[config.mk]
export PLATFORM = sky130hd
export DESIGN_NAME = i2c_color_target
export DESIGN_NICKNAME = d
export VERILOG_FILES = /design/src/rtl/i2c_color_target.sv
export SDC_FILE = /design/constraint.sdc
export NUM_CORES = 1
export LEC_CHECK = 0
export BUFFER_PORTS_ARGS = -buffer_cell sky130_fd_sc_hd__buf_2
export CAP_MARGIN = 20
export CORE_UTILIZATION = 58
export DETAILED_ROUTE_END_ITERATION = 10
export PLACE_DENSITY = 0.81
export SLEW_MARGIN = 15
export SYNTH_ARGS = -nofsm -noshare
export SYNTH_HDL_FRONTEND = slang
export SYNTH_SLANG_ARGS = --single-unit
export TNS_END_PERCENT = 5
[constraint.sdc]
create_clock -name clk -period 4.4 [get_ports clk]
set_input_delay 0.44 -clock clk [delete_from_list [all_inputs] [get_ports clk]]
set_output_delay 0.44 -clock clk [all_outputs]
set_load 0.05 [all_outputs]
[src/rtl/i2c_color_target.sv]
// i2c_color_target: I2C target emulating a TCS3472-class colour sensor for colorlite
// Ports: clk, rst (async, active high); scl_in/sda_in bus levels, sda_oe pulls SDA low;
//   sample_valid strobes clear_in/red_in/green_in/blue_in into the data registers;
//   enable_reg/atime_reg/gain_reg mirror registers 0x00/0x01/0x0F; busy is high START..STOP.
// Build option: SHADOW_LATCH_EN makes a read of 0x14 freeze bytes 0x15-0x1B in a shadow bank.
module i2c_color_target #(
   parameter logic [6:0] TGT_ADDR = 7'h29,
   parameter logic [7:0] DEV_ID   = 8'h44
) (
   input  logic        clk,
   input  logic        rst,
   input  logic        scl_in,
   input  logic        sda_in,
   output logic        sda_oe,
   input  logic        sample_valid,
   input  logic [15:0] clear_in,
   input  logic [15:0] red_in,
   input  logic [15:0] green_in,
   input  logic [15:0] blue_in,
   output logic [7:0]  enable_reg,
   output logic [7:0]  atime_reg,
   output logic [1:0]  gain_reg,
   output logic        busy
);
   typedef enum logic [3:0] {IDLE, ADDR, ADDR_ACK, CMD, CMD_ACK, WR, WR_ACK, RD, RD_ACK, IGNORE} state_t;
   state_t      state;
   logic [2:0]  scl_q, sda_q;
   logic [3:0]  bit_cnt;
   logic [7:0]  shreg, txb, rd_byte;
   logic [4:0]  ptr;
   logic        rw, auto_inc, ack_ok, avalid;
   logic [15:0] clr_d, red_d, grn_d, blu_d;
   logic [7:0]  clr_h_v;
   logic [15:0] red_v, grn_v, blu_v;
   logic        scl_rise, scl_fall, is_start, is_stop, load_tx;
   // [0],[1] synchronise, [2] holds the previous synchronised level for edge detection
   assign scl_rise = scl_q[1] & ~scl_q[2];
   assign scl_fall = ~scl_q[1] & scl_q[2];
   assign is_start = scl_q[1] & scl_q[2] & ~sda_q[1] & sda_q[2];
   assign is_stop  = scl_q[1] & scl_q[2] & sda_q[1] & ~sda_q[2];
   assign load_tx  = (state == ADDR_ACK && rw) || (state == RD_ACK && ack_ok);
`ifdef SHADOW_LATCH_EN
   logic [7:0]  sh_clr_h;
   logic [15:0] sh_red, sh_grn, sh_blu;
   assign clr_h_v = sh_clr_h;
   assign red_v   = sh_red;
   assign grn_v   = sh_grn;
   assign blu_v   = sh_blu;
`else
   assign clr_h_v = clr_d[15:8];
   assign red_v   = red_d;
   assign grn_v   = grn_d;
   assign blu_v   = blu_d;
`endif
   always_comb begin
      rd_byte = 8'h00;
      case (ptr)
         5'h00: rd_byte = enable_reg;
         5'h01: rd_byte = atime_reg;
         5'h0F: rd_byte = {6'b0, gain_reg};
         5'h12: rd_byte = DEV_ID;
         5'h13: rd_byte = {7'b0, avalid};
         5'h14: rd_byte = clr_d[7:0];
         5'h15: rd_byte = clr_h_v;
         5'h16: rd_byte = red_v[7:0];
         5'h17: rd_byte = red_v[15:8];
         5'h18: rd_byte = grn_v[7:0];
         5'h19: rd_byte = grn_v[15:8];
         5'h1A: rd_byte = blu_v[7:0];
         5'h1B: rd_byte = blu_v[15:8];
         default: rd_byte = 8'h00;
      endcase
   end
   always_ff @(posedge clk or posedge rst)
      if (rst) begin
         scl_q <= 3'b111;
         sda_q <= 3'b111;
      end else begin
         scl_q <= {scl_q[1:0], scl_in};
         sda_q <= {sda_q[1:0], sda_in};
      end
   always_ff @(posedge clk or posedge rst)
      if (rst) begin
         state      <= IDLE;
         bit_cnt    <= 4'd0;
         shreg      <= 8'h00;
         txb        <= 8'h00;
         ptr        <= 5'd0;
         rw         <= 1'b0;
         auto_inc   <= 1'b0;
         ack_ok     <= 1'b0;
         sda_oe     <= 1'b0;
         busy       <= 1'b0;
         enable_reg <= 8'h00;
         atime_reg  <= 8'hFF;
         gain_reg   <= 2'b00;
         avalid     <= 1'b0;
         clr_d      <= 16'h0;
         red_d      <= 16'h0;
         grn_d      <= 16'h0;
         blu_d      <= 16'h0;
`ifdef SHADOW_LATCH_EN
         sh_clr_h   <= 8'h0;
         sh_red     <= 16'h0;
         sh_grn     <= 16'h0;
         sh_blu     <= 16'h0;
`endif
      end else begin
         // judged against the pre-write enable value; a same-cycle AEN=0 write below wins on avalid
         if (sample_valid && enable_reg[1:0] == 2'b11) begin
            clr_d  <= clear_in;
            red_d  <= red_in;
            grn_d  <= green_in;
            blu_d  <= blue_in;
            avalid <= 1'b1;
         end
         if (is_stop) begin
            state  <= IDLE;
            sda_oe <= 1'b0;
            busy   <= 1'b0;
         end else if (is_start) begin
            state   <= ADDR;
            bit_cnt <= 4'd0;
            busy    <= 1'b1;
         end else if (scl_rise) begin
            if (bit_cnt < 4'd8) begin
               shreg   <= {shreg[6:0], sda_q[1]};
               bit_cnt <= bit_cnt + 4'd1;
            end
            if (state == RD_ACK) ack_ok <= ~sda_q[1];
         end else if (scl_fall) begin
            case (state)
               ADDR: if (bit_cnt == 4'd8) begin
                  rw     <= shreg[0];
                  sda_oe <= (shreg[7:1] == TGT_ADDR);
                  state  <= (shreg[7:1] == TGT_ADDR) ? ADDR_ACK : IGNORE;
               end
               ADDR_ACK: begin
                  bit_cnt <= 4'd0;
                  sda_oe  <= 1'b0;
                  state   <= rw ? RD : CMD;
               end
               CMD: if (bit_cnt == 4'd8) begin
                  if (shreg[7]) begin
                     auto_inc <= (shreg[6:5] == 2'b01);
                     ptr      <= shreg[4:0];
                     sda_oe   <= 1'b1;
                     state    <= CMD_ACK;
                  end else state <= IGNORE;
               end
               CMD_ACK, WR_ACK: begin
                  bit_cnt <= 4'd0;
                  sda_oe  <= 1'b0;
                  state   <= WR;
               end
               WR: if (bit_cnt == 4'd8) begin
                  if (ptr == 5'h00) begin
                     enable_reg <= shreg;
                     if (!shreg[1]) avalid <= 1'b0;
                  end else if (ptr == 5'h01) atime_reg <= shreg;
                  else if (ptr == 5'h0F) gain_reg <= shreg[1:0];
                  ptr    <= ptr + {4'b0, auto_inc};
                  sda_oe <= 1'b1;
                  state  <= WR_ACK;
               end
               // pointer advances per byte sent, so the next byte is fetched from the new ptr
               RD: if (bit_cnt == 4'd8) begin
                  sda_oe <= 1'b0;
                  ptr    <= ptr + {4'b0, auto_inc};
                  state  <= RD_ACK;
               end else begin
                  txb    <= {txb[6:0], 1'b0};
                  sda_oe <= ~txb[6];
               end
               RD_ACK: begin
                  bit_cnt <= 4'd0;
                  state   <= ack_ok ? RD : IGNORE;
               end
               default: ;
            endcase
            if (load_tx) begin
               txb    <= rd_byte;
               sda_oe <= ~rd_byte[7];
`ifdef SHADOW_LATCH_EN
               if (ptr == 5'h14) begin
                  sh_clr_h <= clr_d[15:8];
                  sh_red   <= red_d;
                  sh_grn   <= grn_d;
                  sh_blu   <= blu_d;
               end
`endif
            end
         end
      end
endmodule

## Word-level counts from Yosys, hierarchy flattened

Index checks and enable logic that the tools add are counted.

- Input bits: 69
- Output and inout bits: 20
- Word-level logic and storage cells: 159
- ROM bits: 0
- Bits in registers: 122
- Bits in latches: 0
- Memory bits (writable): 0
- Memories kept: 0

- Reduce and logical (&&, ||, !) cells: 30
- Shifts and indexed selects: 0
- Bitwise gates (word level): 18
- Add/sub/neg operators: 2
- Multiply operators: 0
- Divide/modulo/power cells: 0
- Eq/ne operators: 40
- Multiplexer cells: 48
- Order comparisons: 1

Operators by type and width:

| kind | count |
|---|---|
| $pmux 8 s13 | 1 |
| $mux 4 | 16 |
| $eq 5x5->1 const B | 10 |
| $ne 4x4->1 const B | 8 |
| $pmux 4 s7 | 1 |
| $reduce_and 8->1 | 3 |
| $mux 1 | 21 |
| $mux 7 | 3 |
| $reduce_and 7->1 | 3 |
| $eq 4x3->1 const B | 4 |
| $mux 5 | 3 |
| $reduce_and 4->1 | 3 |
| $reduce_and 6->1 | 2 |
| $not 1->1 | 11 |
| $pmux 5 s2 | 1 |
| $reduce_and 9->1 | 1 |
| $reduce_bool 3->1 | 3 |
| $reduce_bool 9->1 | 1 |
| $eq 4x2->1 const B | 2 |
| $eq 4x4->1 const B | 2 |
| $reduce_bool 2->1 | 4 |
| $and 1x1->1 | 7 |
| $eq 7x6->1 const B | 1 |
| $reduce_bool 7->1 | 1 |
| other kinds (19) | 27 |

## Longest topological paths before layout

Gate-level depths: netlist of the first run.

- Depth in word-level cells: 11
- Mapped depth: 8
- Mapped depth without buffers: 7

## Worst setup path before layout of the first run

No wires, ideal clock.

- Kind: register -> register
- Start: reg scl_q[2]
- End: reg sda_oe
- Library setup time: 119 ps
- Cell stages (with the launch flop): 8
- Arrival time: 1714 ps
- Setup slack: 2567 ps
- Period minus slack after synthesis: 1833 ps
- Required time: 4281 ps
- Buffers on the path: 0
- Cells stage by stage: dfstp_2 > inv_1 > ha_1 > nand2b_1 > a2111oi_0 > a21oi_1 > and2_1 > o21a_1

- Longest elaborated chain between the ends: 5
- Elaborated cells on any way between the ends: 18
- Those cells by class: 6 x eq/ne; 1 x mux; 8 x bitwise; 3 x reduce/logical

RTL lines:

| element | line | source |
|---|---|---|
| start: declaration | 27 | `logic [2:0] scl_q, sda_q;` |
| start signal: assignment | 79 | `scl_q <= {scl_q[1:0], scl_in};` |
| $and 1x1->1 | 39, 40 |  |
| $and 1x1->1, on equally long branches (2 in series) | 40, 39 |  |
| $ne 4x4->1 (no source line) (tied with other cells) | n/a |  |
| $reduce_and 8->1 (no source line) | n/a |  |
| end signal: assignment | 135 | `sda_oe <= (shreg[7:1] == TGT_ADDR);` |
| end signal: assignment | 173 | `sda_oe <= ~txb[6];` |
| end signal: assignment | 183 | `sda_oe <= ~rd_byte[7];` |
| end: declaration | 14 | `output logic sda_oe,` |

Several ways; a longest one is shown, not always the timed one.
A chain may end at the register's enable or synchronous reset.

## Final worst setup path of the first run

- Start: reg ptr[1]
- End: reg txb[6]

- Longest elaborated chain between the ends: 3
- Elaborated cells on any way between the ends: 15
- Those cells by class: 12 x eq/ne; 2 x mux; 1 x reduce/logical

RTL lines:

| element | line | source |
|---|---|---|
| start: declaration | 30 | `logic [4:0] ptr;` |
| start signal: assignment | 146 | `ptr <= shreg[4:0];` |
| start signal: assignment | 162 | `ptr <= ptr + {4'b0, auto_inc};` |
| start signal: assignment | 169 | `ptr <= ptr + {4'b0, auto_inc};` |
| $eq 5x5->1 (tied with other cells) | 57 | `case (ptr)` |
| $pmux 8 s13 (*) | 57 |  |
| $mux 7 (*) | 181 | `if (load_tx) begin` |
| end signal: assignment | 172 | `txb <= {txb[6:0], 1'b0};` |
| end signal: assignment | 182 | `txb <= rd_byte;` |
| end: declaration | 29 | `logic [7:0] shreg, txb, rd_byte;` |

Mark *: on every way between the ends. The rest lies on a longest branch, timed or not.

==> qor.json, run 1 <==
{
  "sta": {
    "unrepaired_setup_endpoints_after_global_routing": "false",
    "slew_headroom_pct": 35.4,
    "worst_clock_skew_ns": 0.0111,
    "slew_at_the_pin_closest_to_its_max_slew_limit_ns": 0.969,
    "report.final.setup_viol": 0,
    "timing.final.crit_share_pct": 56.3,
    "fin_setup_tns_ns": 0,
    "hold_viol_final": 0,
    "max_freq_ghz": 0.404,
    "max_slew_violations": 0,
    "setup_ws_ns": 1.92,
    "period_minus_slack_ns": 2.48
  },
  "power": {
    "p_leak_nw": 3.54,
    "p_per_area_nw_per_um2": 401,
    "power.ir.vdd_worst_mv": 0.425
  },
  "detailed_routing": {
    "drt_drc_violations_left": 0,
    "detailroute.via_count": 4817,
    "initialDrtViolationCount": 494,
    "finalWirelength_um": 16400,
    "detail-route-antenna-nets": 0,
    "drt-wirelength-per-cell_um": 21.6,
    "first_pass_iteration_count_of_the_detailed_router": 5,
    "via_per_inst": 6.37
  },
  "setup_path": {
    "worstSetupEndpointType": "flop",
    "r2r_cells": 5,
    "worst-endpoint-required_ns": 4.81,
    "worst-endpoint-arrival_ns": 2.89,
    "timing_worst_setup_path_type": "flop to flop",
    "reg2reg_setup_slack_ns": 1.92,
    "setup.worst_path.start_class": "flop",
    "timing.critical_path.to": "txb[6]",
    "regToRegEndpoint": "txb[6]",
    "r2r-start": "ptr[1]",
    "critical_path_peak_fanout": 21,
    "worst_setup_path_startpoint": "ptr[1]"
  },
  "placement": {
    "place.gp.congestion": 0.933,
    "post-place-cells": 721,
    "dp_hpwl_um": 11200,
    "place.port_buffers": 88,
    "dpl_cell_area_um2": 6710,
    "place_worst_setup_slack_ns": 2.04
  },
  "yosys": {
    "ys_dominant_reg_cell": "dfrtp_1",
    "area_share_of_the_leading_cell_type_in_the_synthesized_netlist_pct": 43.6,
    "synth_warnings": 0,
    "yosys-top-cells-area": "dfrtp_1 (44%), mux2_2 (16%), dfstp_2 (5.9%), mux2_4 (1.7%), nand2_1 (1.7%)",
    "synth_area_leader_cell": "dfrtp_1",
    "synth-seq-cells": 122,
    "synth_area_per_cell_um2": 12.0,
    "cell_count_after_synthesis": 519,
    "synth_edf_count": 0,
    "seq_area_frac_synth_pct": 49.5,
    "total_standard_cell_area_after_synthesis_um2": 6200,
    "syn-num-nets": 596,
    "asyncSetResetFlopFracSynth_pct": 100,
    "post_synth_num_cell_types": 74
  },
  "cts": {
    "tritoncts_num_sinks": 122,
    "cts_tree": "yes",
    "cts.repair.resized": 0,
    "clock_tree.htree_level_count": 4,
    "clkLatencyLatePin_ns": 0.54,
    "cts.clk_slew.worst_paths_ns": 0.06,
    "cts_max_path_buffers": 2,
    "clock_tree.root_cell": "clkbuf_8",
    "number_of_buffers_created_by_cts": 17
  },
  "global_route": {
    "grt_overflow_total": 0,
    "grt.busiest_layer": "met2",
    "met3_usage_pct": 7.30,
    "grt_antenna_before_repair": 0,
    "grt_util_met1_pct": 39.6,
    "via_count_of_the_first_global_routing_pass": 4755,
    "gr-usage-all-layers_pct": 30.9,
    "groute.layer.met2.usage_pct": 50.2,
    "grt_start_max_net_pins": 61,
    "grt_first_pass_wirelength_um": 25600
  },
  "final_layout": {
    "finish.utilization_pct": 71.4,
    "area_growth_pct": 19.3,
    "antenna_cells": 0,
    "multiInputGateArea_um2": 2950,
    "fin_cells": 756,
    "final_layout_size_suffix_gt1_share_pct": 40.3,
    "finish.instance_area_um2": 7400,
    "fillCellCount": 714,
    "layout.nets": 684,
    "area.sequential_um2": 3070
  },
  "die": {
    "initial_core_util_pct": 59.8,
    "die_x_um": 105,
    "std_cell_rows": 37,
    "coreArea_um2": 10400,
    "num_io_pins": 89,
    "die-height_um": 105,
    "die_area_um2": 11100
  },
  "job": {
    "number_of_max_capacitance_violations_reported": 0
  },
  "min_path": {
    "worstHoldStart": "green_in[2]",
    "holdCritPathClass": "input port to flop"
  },
  "outcome": {
    "run_status": "finished, final reports clean"
  }
}
==> worst min-delay path by stage <==
stage	cells past startpoint	slack [ns]	end
2_1_floorplan	0	0.35	scl_q[1]
3_3_place_gp	0	0.35	sda_q[1]
3_5_place_dp	0	0.35	sda_q[1]
4_1_cts	1	0.002	scl_q[0]
5_1_grt	2	0.12	clr_d[4]
6_report	2	0.13	grn_d[2]
==> where the power goes <==
group          switching (mW)  internal [mW]
Sequential             0.0858           1.16
Clock                   0.526           1.01
Combinational          0.0921         0.0870
==> cell usage after synthesis, drive strengths merged, types with 8 or more instances <==
library cell	instances
a21oi	15
inv	12
buf	17
clkbuf	10
o21ai	21
nand3b	8
mux2	94
dfstp	14
mux2i	10
nand2	28
nor2	24
nand3	13
ha	8
dfrtp	108
==> metal layers <==
metal | up-vias | wire (um)
met5 | - | 0
met4 | 0 | 494
met3 | 43 | 1190
met2 | 253 | 8060
met1 | 2392 | 6620
li1 | 2129 | -
==> cell type report <==
class                   instances  area share [%]
flip-flops and latches        122            41.5
inverters                      12           0.643
repair buffers                 96            6.87
clock buffers                  19            5.97
well taps                     136            2.30
multi-input cells             358            39.8
clock inverters                13            2.89
==> layout by cell type, fill, tap and decap left out, types with 8 or more instances in the layout <==
master and n:
inv_1 11, clkbuf_16 16, nand2_1 28, a21oi_1 15, nand3b_1 8, nor2_1 23, mux2i_1 10, nand3_1 11
o21ai_0 16, buf_2 88, ha_1 8, dfstp_2 14, mux2_2 87, dfrtp_1 108
==> critical path, stage by stage, from the launching register on <==
cell,delay [ns]
dfrtp_1,0.85
and4bb_1,0.36
and3_1,0.23
a2111oi_0,0.55
and4b_1,0.29
o21ai_1,0.06
==> logic make-up after synthesis <==
logic type                 Yosys count  synth area share (%)
AOI/OAI and AO/OA                   98                  11.5
xor gates and xnor gates             1                 0.141
adders and majority gates            8                  1.61
buffers and inverters               39                  3.09
DFF                                122                  49.5
muxes                              105                  19.5
and+or+nand+nor                    146                  14.7
==> repair_timing <==
| item | CTS | global route |
|---|---|---|
| endpoints found under the hold margin | 16 | 2 |
| endpoints found under the setup margin | 0 | 0 |
| hold buffers | 1 | 2 |
| setup buffers | 0 | 0 |
==> stage by stage <==
step                      hold WS [ns]  power [mW]
after detailed placement         0.352        1.44
final                            0.133        2.97
after floorplan                  0.345        1.35
after global routing             0.122        3.06
after CTS                      0.00239        2.98
after global placement           0.346        1.43
(Power assumes the default switching activity.)
==> run 2, diff against run 1 <==
==> constraint.sdc (replaced) <==
create_clock -name clk -period 2.4 [get_ports clk]
set_input_delay 0.24 -clock clk [delete_from_list [all_inputs] [get_ports clk]]
set_output_delay 0.24 -clock clk [all_outputs]
set_load 0.05 [all_outputs]
==> qor.json, run 2 (synthesis gave the netlist of run 1 again) <==
{
  "global_route": {
    "grt_first_pass_wirelength": {"value": 32700, "unit": "um", "change": "+28%"},
    "via_count_of_the_first_global_routing_pass": {"value": 5834, "change": "+23%"},
    "grt_overflow_total": {"value": 0, "change": "unchanged"},
    "gr-usage-all-layers": {"value": 39.9, "unit": "%", "change": "+8.9 points"},
    "grt_start_max_net_pins": {"value": 57, "change": "-6.6%"},
    "grt_antenna_before_repair": {"value": 0, "change": "unchanged"}
  },
  "cts": {
    "number_of_buffers_created_by_cts": {"value": 17, "change": "unchanged"},
    "post_cts.repair.setup_buffers": {"value": 0, "change": "unchanged"},
    "tritoncts_num_sinks": {"value": 122, "change": "unchanged"},
    "clock_tree.htree_level_count": {"value": 4, "change": "unchanged"},
    "clock_tree.root_cell": "clkbuf_8",
    "clkLatencyLatePin": {"value": 0.53, "unit": "ns", "change": "about the same"},
    "cts_tree": "yes",
    "cts_max_path_buffers": {"value": 2, "change": "unchanged"},
    "cts.clk_slew.worst_paths": {"value": 0.06, "unit": "ns", "change": "about the same"}
  },
  "setup_path": {
    "timing_worst_setup_path_type": "flop to flop",
    "path_cells": "buf_4 -> and3b_1 -> and3_1 -> a2111oi_1 -> and3b_1 -> o21ai_1",
    "r2r_cells": {"value": 6, "change": "+1"},
    "regToRegEndpoint": "txb[4]",
    "critical-path-top-delay-family": "simple AND/OR/NAND/NOR gates",
    "timing.critical_path.slowest_cell_delay": {"value": 0.56, "unit": "ns", "change": "-0.29 ns"},
    "worst-endpoint-required": {"value": 2.80, "unit": "ns", "change": "-2.01 ns"},
    "reg2reg_setup_slack": {"value": 0.04, "unit": "ns", "change": "-1.88 ns"},
    "critPathMostFrequentCell": "and3b_1",
    "worst-endpoint-arrival": {"value": 2.76, "unit": "ns", "change": "-0.13 ns"},
    "worst_setup_path_startpoint": "ptr[0]",
    "r2r-start": "ptr[0]",
    "cp_slowest_cell": "a2111oi_1",
    "setup.worst_path.start_class": "flop",
    "cp.buffers_inverters": {"value": 1, "change": "+1"},
    "worstSetupEndpointType": "flop",
    "critical_path_peak_fanout": {"value": 12, "change": "-43%"}
  },
  "power": {
    "fin_total_pwr": {"value": 5.50, "unit": "mW", "change": "+85%"},
    "p_per_area": {"value": 677, "unit": "nW/um^2", "change": "+69%"},
    "power.ir.vdd_worst": {"value": 0.557, "unit": "mV", "change": "+31%"},
    "p_leak": {"value": 3.85, "unit": "nW", "change": "+8.8%"}
  },
  "final_layout": {
    "fillCellCount": {"value": 541, "change": "-24%"},
    "final_common_cell": "dfrtp_1",
    "antenna_cells": {"value": 0, "change": "unchanged"},
    "area.sequential": {"value": 3070, "unit": "um^2", "change": "about the same"},
    "layout.cells.most_common_list": "dfrtp_1 (106), buf_2 (88), mux2_2 (87)",
    "final_layout_size_suffix_gt1_share": {"value": 37.6, "unit": "%", "change": "-2.7 points"},
    "area_growth_pct": 31.0,
    "multiInputGateArea": {"value": 2950, "unit": "um^2", "change": "about the same"},
    "layout.nets": {"value": 758, "change": "+11%"}
  },
  "outcome": {
    "run_status": "finished, final reports clean"
  },
  "detailed_routing": {
    "detail-route-antenna-nets": {"value": 0, "change": "unchanged"},
    "detailroute.via_count": {"value": 5529, "change": "+15%"},
    "via_per_inst": {"value": 6.66, "change": "+4.5%"},
    "first_pass_iteration_count_of_the_detailed_router": {"value": 6, "change": "+1"},
    "drt_drc_violations_left": {"value": 0, "change": "unchanged"},
    "initialDrtViolationCount": {"value": 783, "change": "+59%"},
    "drt-wirelength-per-cell": {"value": 24.8, "unit": "um", "change": "+15%"},
    "finalWirelength": {"value": 20600, "unit": "um", "change": "+26%"}
  },
  "die": {
    "coreArea": {"value": 10400, "unit": "um^2", "change": "unchanged"},
    "std_cell_rows": {"value": 37, "change": "unchanged"},
    "die_x": {"value": 105, "unit": "um", "change": "unchanged"},
    "num_io_pins": {"value": 89, "change": "unchanged"},
    "die_area": {"value": 11100, "unit": "um^2", "change": "unchanged"},
    "initial_core_util": {"value": 59.8, "unit": "%", "change": "unchanged"},
    "die-height": {"value": 105, "unit": "um", "change": "unchanged"}
  },
  "min_path": {
    "worst_hold_endpoint": "avalid",
    "worstHoldStart": "sample_valid",
    "holdCritPathClass": "input port to flop",
    "whs_path_depth": {"value": 3, "change": "+1"}
  },
  "sta": {
    "period_minus_slack": {"value": 2.36, "unit": "ns", "change": "-0.120 ns"},
    "timing.final.crit_share": {"value": 98.2, "unit": "%", "change": "+42 points"},
    "max_slew_violations": {"value": 0, "change": "unchanged"},
    "slew_headroom": {"value": 43.0, "unit": "%", "change": "+7.6 points"},
    "report.final.setup_viol": {"value": 0, "change": "unchanged"},
    "max_freq": {"value": 0.424, "unit": "GHz", "change": "+5.1%"},
    "fin_setup_tns": {"value": 0, "unit": "ns", "change": "unchanged"},
    "slew_at_the_pin_closest_to_its_max_slew_limit": {"value": 0.853, "unit": "ns", "change": "-0.116 ns"},
    "worst_clock_skew": {"value": 0.0118, "unit": "ns", "change": "+0.000716 ns"},
    "setup_ws": {"value": 0.0442, "unit": "ns", "change": "-1.88 ns"},
    "hold_viol_final": {"value": 0, "change": "unchanged"},
    "unrepaired_setup_endpoints_after_global_routing": "false"
  },
  "placement": {
    "place_worst_setup_slack": {"value": 0.306, "unit": "ns", "change": "-1.74 ns"},
    "place.gp.congestion": {"value": 0.952, "change": "+2.0%"},
    "place.port_buffers": {"value": 88, "change": "unchanged"},
    "dp_hpwl": {"value": 11400, "unit": "um", "change": "+1.3%"}
  },
  "job": {
    "number_of_max_capacitance_violations_reported": {"value": 0, "change": "unchanged"}
  }
}
run 2: cell count changes in the layout (fill, tap and decap cells not counted), sizes merged:
cell,change
buf,+10
bufinv,-1
clkinv,+2
clkinvlp,+1
dlygate4sd3,+64
inv,-2
run 2: final cells by class:
type | instances | area share, %
clock buffers | 19 | 5.31
clock inverters | 13 | 2.37
inverters | 12 | 0.600
multi-input cells | 358 | 36.3
flip-flops and latches | 122 | 37.8
well taps | 136 | 2.09
repair buffers | 170 | 15.5
run 2: worst max path at each step:
stage / endpoint / slack (ns) / cells past startpoint
2_1_floorplan: sda_oe / 0.57 / 7
3_3_place_gp: txb[6] / 0.36 / 5
3_5_place_dp: atime_reg[6] / 0.31 / 6
4_1_cts: txb[5] / 0.25 / 5
5_1_grt: txb[4] / 0.03 / 6
6_report: txb[4] / 0.04 / 6
run 2: layer usage:
metal | up-vias | GRT usage (%) | wire length (um)
li1 | 2276 | - | -
met1 | 2703 | 45.1 | 7140
met2 | 430 | 67.1 | 10200
met3 | 120 | 10.2 | 1800
met4 | 0 | 25.8 | 1460
met5 | - | 0 | 0
run 2: repair_timing:
| action | 4_1_cts | 5_1_grt |
|---|---|---|
| setup endpoints to repair | 0 | 2 |
| resized for setup | 0 | 3 |
| hold buffers | 67 | 0 |
| hold endpoints to repair | 89 | 0 |
run 2: tightest hold or removal path: stages:
cell	delay, ns
buf_2	0.11
a31oi_1	0.10
a41oi_1	0.16
run 2: stage by stage:
step | cells | hold slack, ns | instance area, um^2 | util [%]
5_1_grt | 830 | 0.152 | 8130 | 78.4
2_1_floorplan | 519 | 0.244 | 6210 | -
4_1_cts | 830 | 0.137 | 8120 | 78.3
3_5_place_dp | 731 | 0.349 | 6830 | 65.8
6_report | 830 | 0.142 | 8130 | 78.4
3_3_place_gp | 731 | 0.346 | 6830 | 65.8
run 2: where the power goes:
| part | switching (mW) | internal [mW] | total (mW) | leakage (nW) |
|---|---|---|---|---|
| clock | 1.03 | 1.73 | 2.76 | 0.299 |
| combinational | 0.235 | 0.244 | 0.478 | 1.92 |
| sequential | 0.132 | 2.13 | 2.26 | 1.63 |
| total | 1.40 | 4.10 | 5.50 | 3.85 |
==> run 3, diff against run 2 <==
--- a/config.mk
+++ b/config.mk
@@ -10,6 +10,7 @@
 export CORE_UTILIZATION = 58
 export DETAILED_ROUTE_END_ITERATION = 10
 export PLACE_DENSITY = 0.81
+export SETUP_SLACK_MARGIN = 0.05
 export SLEW_MARGIN = 15
 export SYNTH_ARGS = -nofsm -noshare
 export SYNTH_HDL_FRONTEND = slang
==> constraint.sdc (replaced) <==
create_clock -name clk -period 2.4 [get_ports clk]
set_input_delay 0 -clock clk [delete_from_list [all_inputs] [get_ports clk]]
set_output_delay 0 -clock clk [all_outputs]
set_load 0.05 [all_outputs]
==> qor.json, run 3 (synthesis gave the netlist of run 1 again) <==
{
  "sta": {
    "hold_viol_final": {"value": 0, "change": "unchanged"},
    "slew_at_the_pin_closest_to_its_max_slew_limit": {"value": 0.835, "unit": "ns", "change": "-0.0181 ns"},
    "fin_setup_tns": {"value": 0, "unit": "ns", "change": "unchanged"},
    "period_minus_slack": {"value": 2.31, "unit": "ns", "change": "-0.0417 ns"},
    "timing.final.crit_share": {"value": 96.4, "unit": "%", "change": "-1.7 points"},
    "max_slew_violations": {"value": 0, "change": "unchanged"},
    "worst_clock_skew": {"value": 0.0153, "unit": "ns", "change": "+0.00352 ns"},
    "report.final.setup_viol": {"value": 0, "change": "unchanged"},
    "max_freq": {"value": 0.432, "unit": "GHz", "change": "+1.8%"},
    "slew_headroom": {"value": 44.3, "unit": "%", "change": "+1.3 points"},
    "unrepaired_setup_endpoints_after_global_routing": "false"
  },
  "die": {
    "coreArea": {"value": 10400, "unit": "um^2", "change": "unchanged"},
    "die-height": {"value": 105, "unit": "um", "change": "unchanged"},
    "die_area": {"value": 11100, "unit": "um^2", "change": "unchanged"},
    "die_x": {"value": 105, "unit": "um", "change": "unchanged"},
    "std_cell_rows": {"value": 37, "change": "unchanged"},
    "initial_core_util": {"value": 59.8, "unit": "%", "change": "unchanged"},
    "num_io_pins": {"value": 89, "change": "unchanged"}
  },
  "placement": {
    "post-place-cells": {"value": 731, "change": "unchanged"},
    "place.gp.congestion": {"value": 0.967, "change": "+1.6%"},
    "dpl_cell_area": {"value": 6800, "unit": "um^2", "change": "-0.37%"},
    "dp_hpwl": {"value": 11000, "unit": "um", "change": "-3.5%"},
    "place.port_buffers": {"value": 88, "change": "unchanged"}
  },
  "global_route": {
    "grt_first_pass_wirelength": {"value": 31400, "unit": "um", "change": "-4.0%"},
    "via_count_of_the_first_global_routing_pass": {"value": 5739, "change": "-1.6%"},
    "grt_start_max_net_pins": {"value": 67, "change": "+18%"},
    "grt_antenna_before_repair": {"value": 0, "change": "unchanged"},
    "grt_overflow_total": {"value": 0, "change": "unchanged"},
    "gr-usage-all-layers": {"value": 38.1, "unit": "%", "change": "-1.7 points"}
  },
  "detailed_routing": {
    "drt-wirelength-per-cell": {"value": 23.6, "unit": "um", "change": "-4.9%"},
    "initialDrtViolationCount": {"value": 664, "change": "-15%"},
    "wl_met1": {"value": 6950, "unit": "um", "change": "-2.6%"},
    "drt_drc_violations_left": {"value": 0, "change": "unchanged"},
    "met2_length": {"value": 9630, "unit": "um", "change": "-5.3%"},
    "finalWirelength": {"value": 19600, "unit": "um", "change": "-4.8%"},
    "maxUsedRoutingLayer": "met4",
    "detailroute.via_count": {"value": 5433, "change": "-1.7%"},
    "detail-route-antenna-nets": {"value": 0, "change": "unchanged"},
    "route.met3.wl": {"value": 1810, "unit": "um", "change": "+0.28%"},
    "first_pass_iteration_count_of_the_detailed_router": {"value": 6, "change": "unchanged"},
    "via_per_inst": {"value": 6.54, "change": "-1.9%"}
  },
  "cts": {
    "number_of_buffers_created_by_cts": {"value": 17, "change": "unchanged"},
    "clkLatencyLatePin": {"value": 0.53, "unit": "ns", "change": "about the same"},
    "post_cts.repair.setup_buffers": {"value": 0, "change": "unchanged"},
    "cts_max_path_buffers": {"value": 2, "change": "unchanged"},
    "clock_tree.htree_level_count": {"value": 4, "change": "unchanged"},
    "clock_tree.root_cell": "clkbuf_8",
    "cts.clk_slew.worst_paths": {"value": 0.06, "unit": "ns", "change": "about the same"},
    "cts_tree": "yes",
    "tritoncts_num_sinks": {"value": 122, "change": "unchanged"}
  },
  "setup_path": {
    "critical-path-top-delay-family": "simple AND/OR/NAND/NOR gates",
    "timing.critical_path.slowest_cell_delay": {"value": 0.48, "unit": "ns", "change": "-0.08 ns"},
    "regToRegEndpoint": "txb[4]",
    "r2r_cells": {"value": 6, "change": "unchanged"},
    "worst-endpoint-required": {"value": 2.85, "unit": "ns", "change": "+0.05 ns"},
    "worstSetupEndpointType": "flop",
    "reg2reg_setup_slack": {"value": 0.09, "unit": "ns", "change": "+0.04 ns"},
    "setup.worst_path.start_class": "flop",
    "r2r-start": "ptr[0]",
    "worst_setup_path_startpoint": "ptr[0]",
    "path_cells": "buf_4 -> or3b_1 -> nor2_1 -> a222oi_1 -> and3b_1 -> o21ai_1",
    "critical_path_peak_fanout": {"value": 8, "change": "-4"},
    "timing_worst_setup_path_type": "flop to flop",
    "cp_slowest_cell": "dfrtp_1",
    "cp.buffers_inverters": {"value": 1, "change": "unchanged"},
    "worst-endpoint-arrival": {"value": 2.76, "unit": "ns", "change": "about the same"}
  },
  "final_layout": {
    "fin_cells": {"value": 831, "change": "+0.12%"},
    "layout.cells.most_common_list": "dfrtp_1 (105), buf_2 (88), mux2_2 (87)",
    "fillCellCount": {"value": 539, "change": "-0.37%"},
    "layout.nets": {"value": 759, "change": "+0.13%"},
    "final_common_cell": "dfrtp_1",
    "area.sequential": {"value": 3070, "unit": "um^2", "change": "about the same"},
    "final_layout_size_suffix_gt1_share": {"value": 37.7, "unit": "%", "change": "+0.090 points"},
    "multiInputGateArea": {"value": 2950, "unit": "um^2", "change": "about the same"},
    "area_growth_pct": 30.4,
    "finish.instance_area": {"value": 8090, "unit": "um^2", "change": "-0.40%"},
    "antenna_cells": {"value": 0, "change": "unchanged"}
  },
  "outcome": {
    "run_status": "finished, final reports clean"
  },
  "min_path": {
    "holdCritPathClass": "input port to asynchronous set/reset pin"
  },
  "power": {
    "power.ir.vdd_worst": {"value": 0.623, "unit": "mV", "change": "+12%"},
    "p_per_area": {"value": 665, "unit": "nW/um^2", "change": "-1.7%"},
    "p_leak": {"value": 3.82, "unit": "nW", "change": "-0.69%"}
  },
  "job": {
    "number_of_max_capacitance_violations_reported": {"value": 0, "change": "unchanged"}
  }
}
## run 3: cell types whose count changed in the layout (fill, tap and decap cells not counted), moves of 2 or more
cell        delta
clkbuf_8       +2
buf_4          +2
buf_12         -2
clkinv_4       -3
inv_6          -2
clkinvlp_4     +3
## run 3: worst max-delay path by stage
stage | slack, ns | cells after the start | end
global placement | 0.34 | 6 | txb[6]
global route | 0.06 | 6 | txb[6]
CTS | 0.22 | 5 | txb[6]
finish | 0.09 | 6 | txb[4]
floorplan | 0.57 | 7 | sda_oe
detailed placement | 0.28 | 5 | txb[6]
## run 3: metrics by stage
| stage | worst slack [ns] | hold WS, ns | utilization [%] | power (mW) |
|---|---|---|---|---|
| finish | 0.0859 | 0.0703 | 78.1 | 5.39 |
| CTS | 0.225 | 0.0495 | 78.0 | 5.31 |
| global route | 0.0613 | 0.0732 | 78.1 | 5.53 |
| floorplan | 0.567 | 0.00448 | - | 2.48 |
| global placement | 0.338 | 0.0444 | 65.6 | 2.63 |
| detailed placement | 0.283 | 0.0473 | 65.6 | 2.66 |
## run 3: cell type report
type                    count  share of cell area, %
well taps                 136                   2.10
multi-input cells         358                   36.5
repair buffers            171                   15.4
inverters                  12                  0.603
flip-flops and latches    122                   38.0
clock inverters            10                   1.75
clock buffers              22                   5.72
## run 3: report_power, final
| part | internal (mW) | leakage [nW] | switching [mW] |
|---|---|---|---|
| sequential | 2.13 | 1.63 | 0.145 |
| clock | 1.67 | 0.279 | 0.983 |
| combinational | 0.240 | 1.91 | 0.220 |
| total | 4.04 | 3.82 | 1.35 |
## run 3: worst min-delay path: stages
cell and delay [ns]:
dlygate4sd3_1 0.53, buf_2 0.14, clkinvlp_4 0.09
## run 3: what timing repair did
item / 4_1_cts / 5_1_grt
hold buffers: 68 / 0
endpoints found under the setup margin: 0 / 3
resized for setup: 0 / 4
hold endpoints to repair: 176 / 0
## run 3: routing by layer
layer / vias to the layer above / GRT usage (%)
li1: 2285 / -
met1: 2633 / 45.2
met2: 400 / 62.5
met3: 115 / 10.5
met4: 0 / 22.1
met5: - / 0
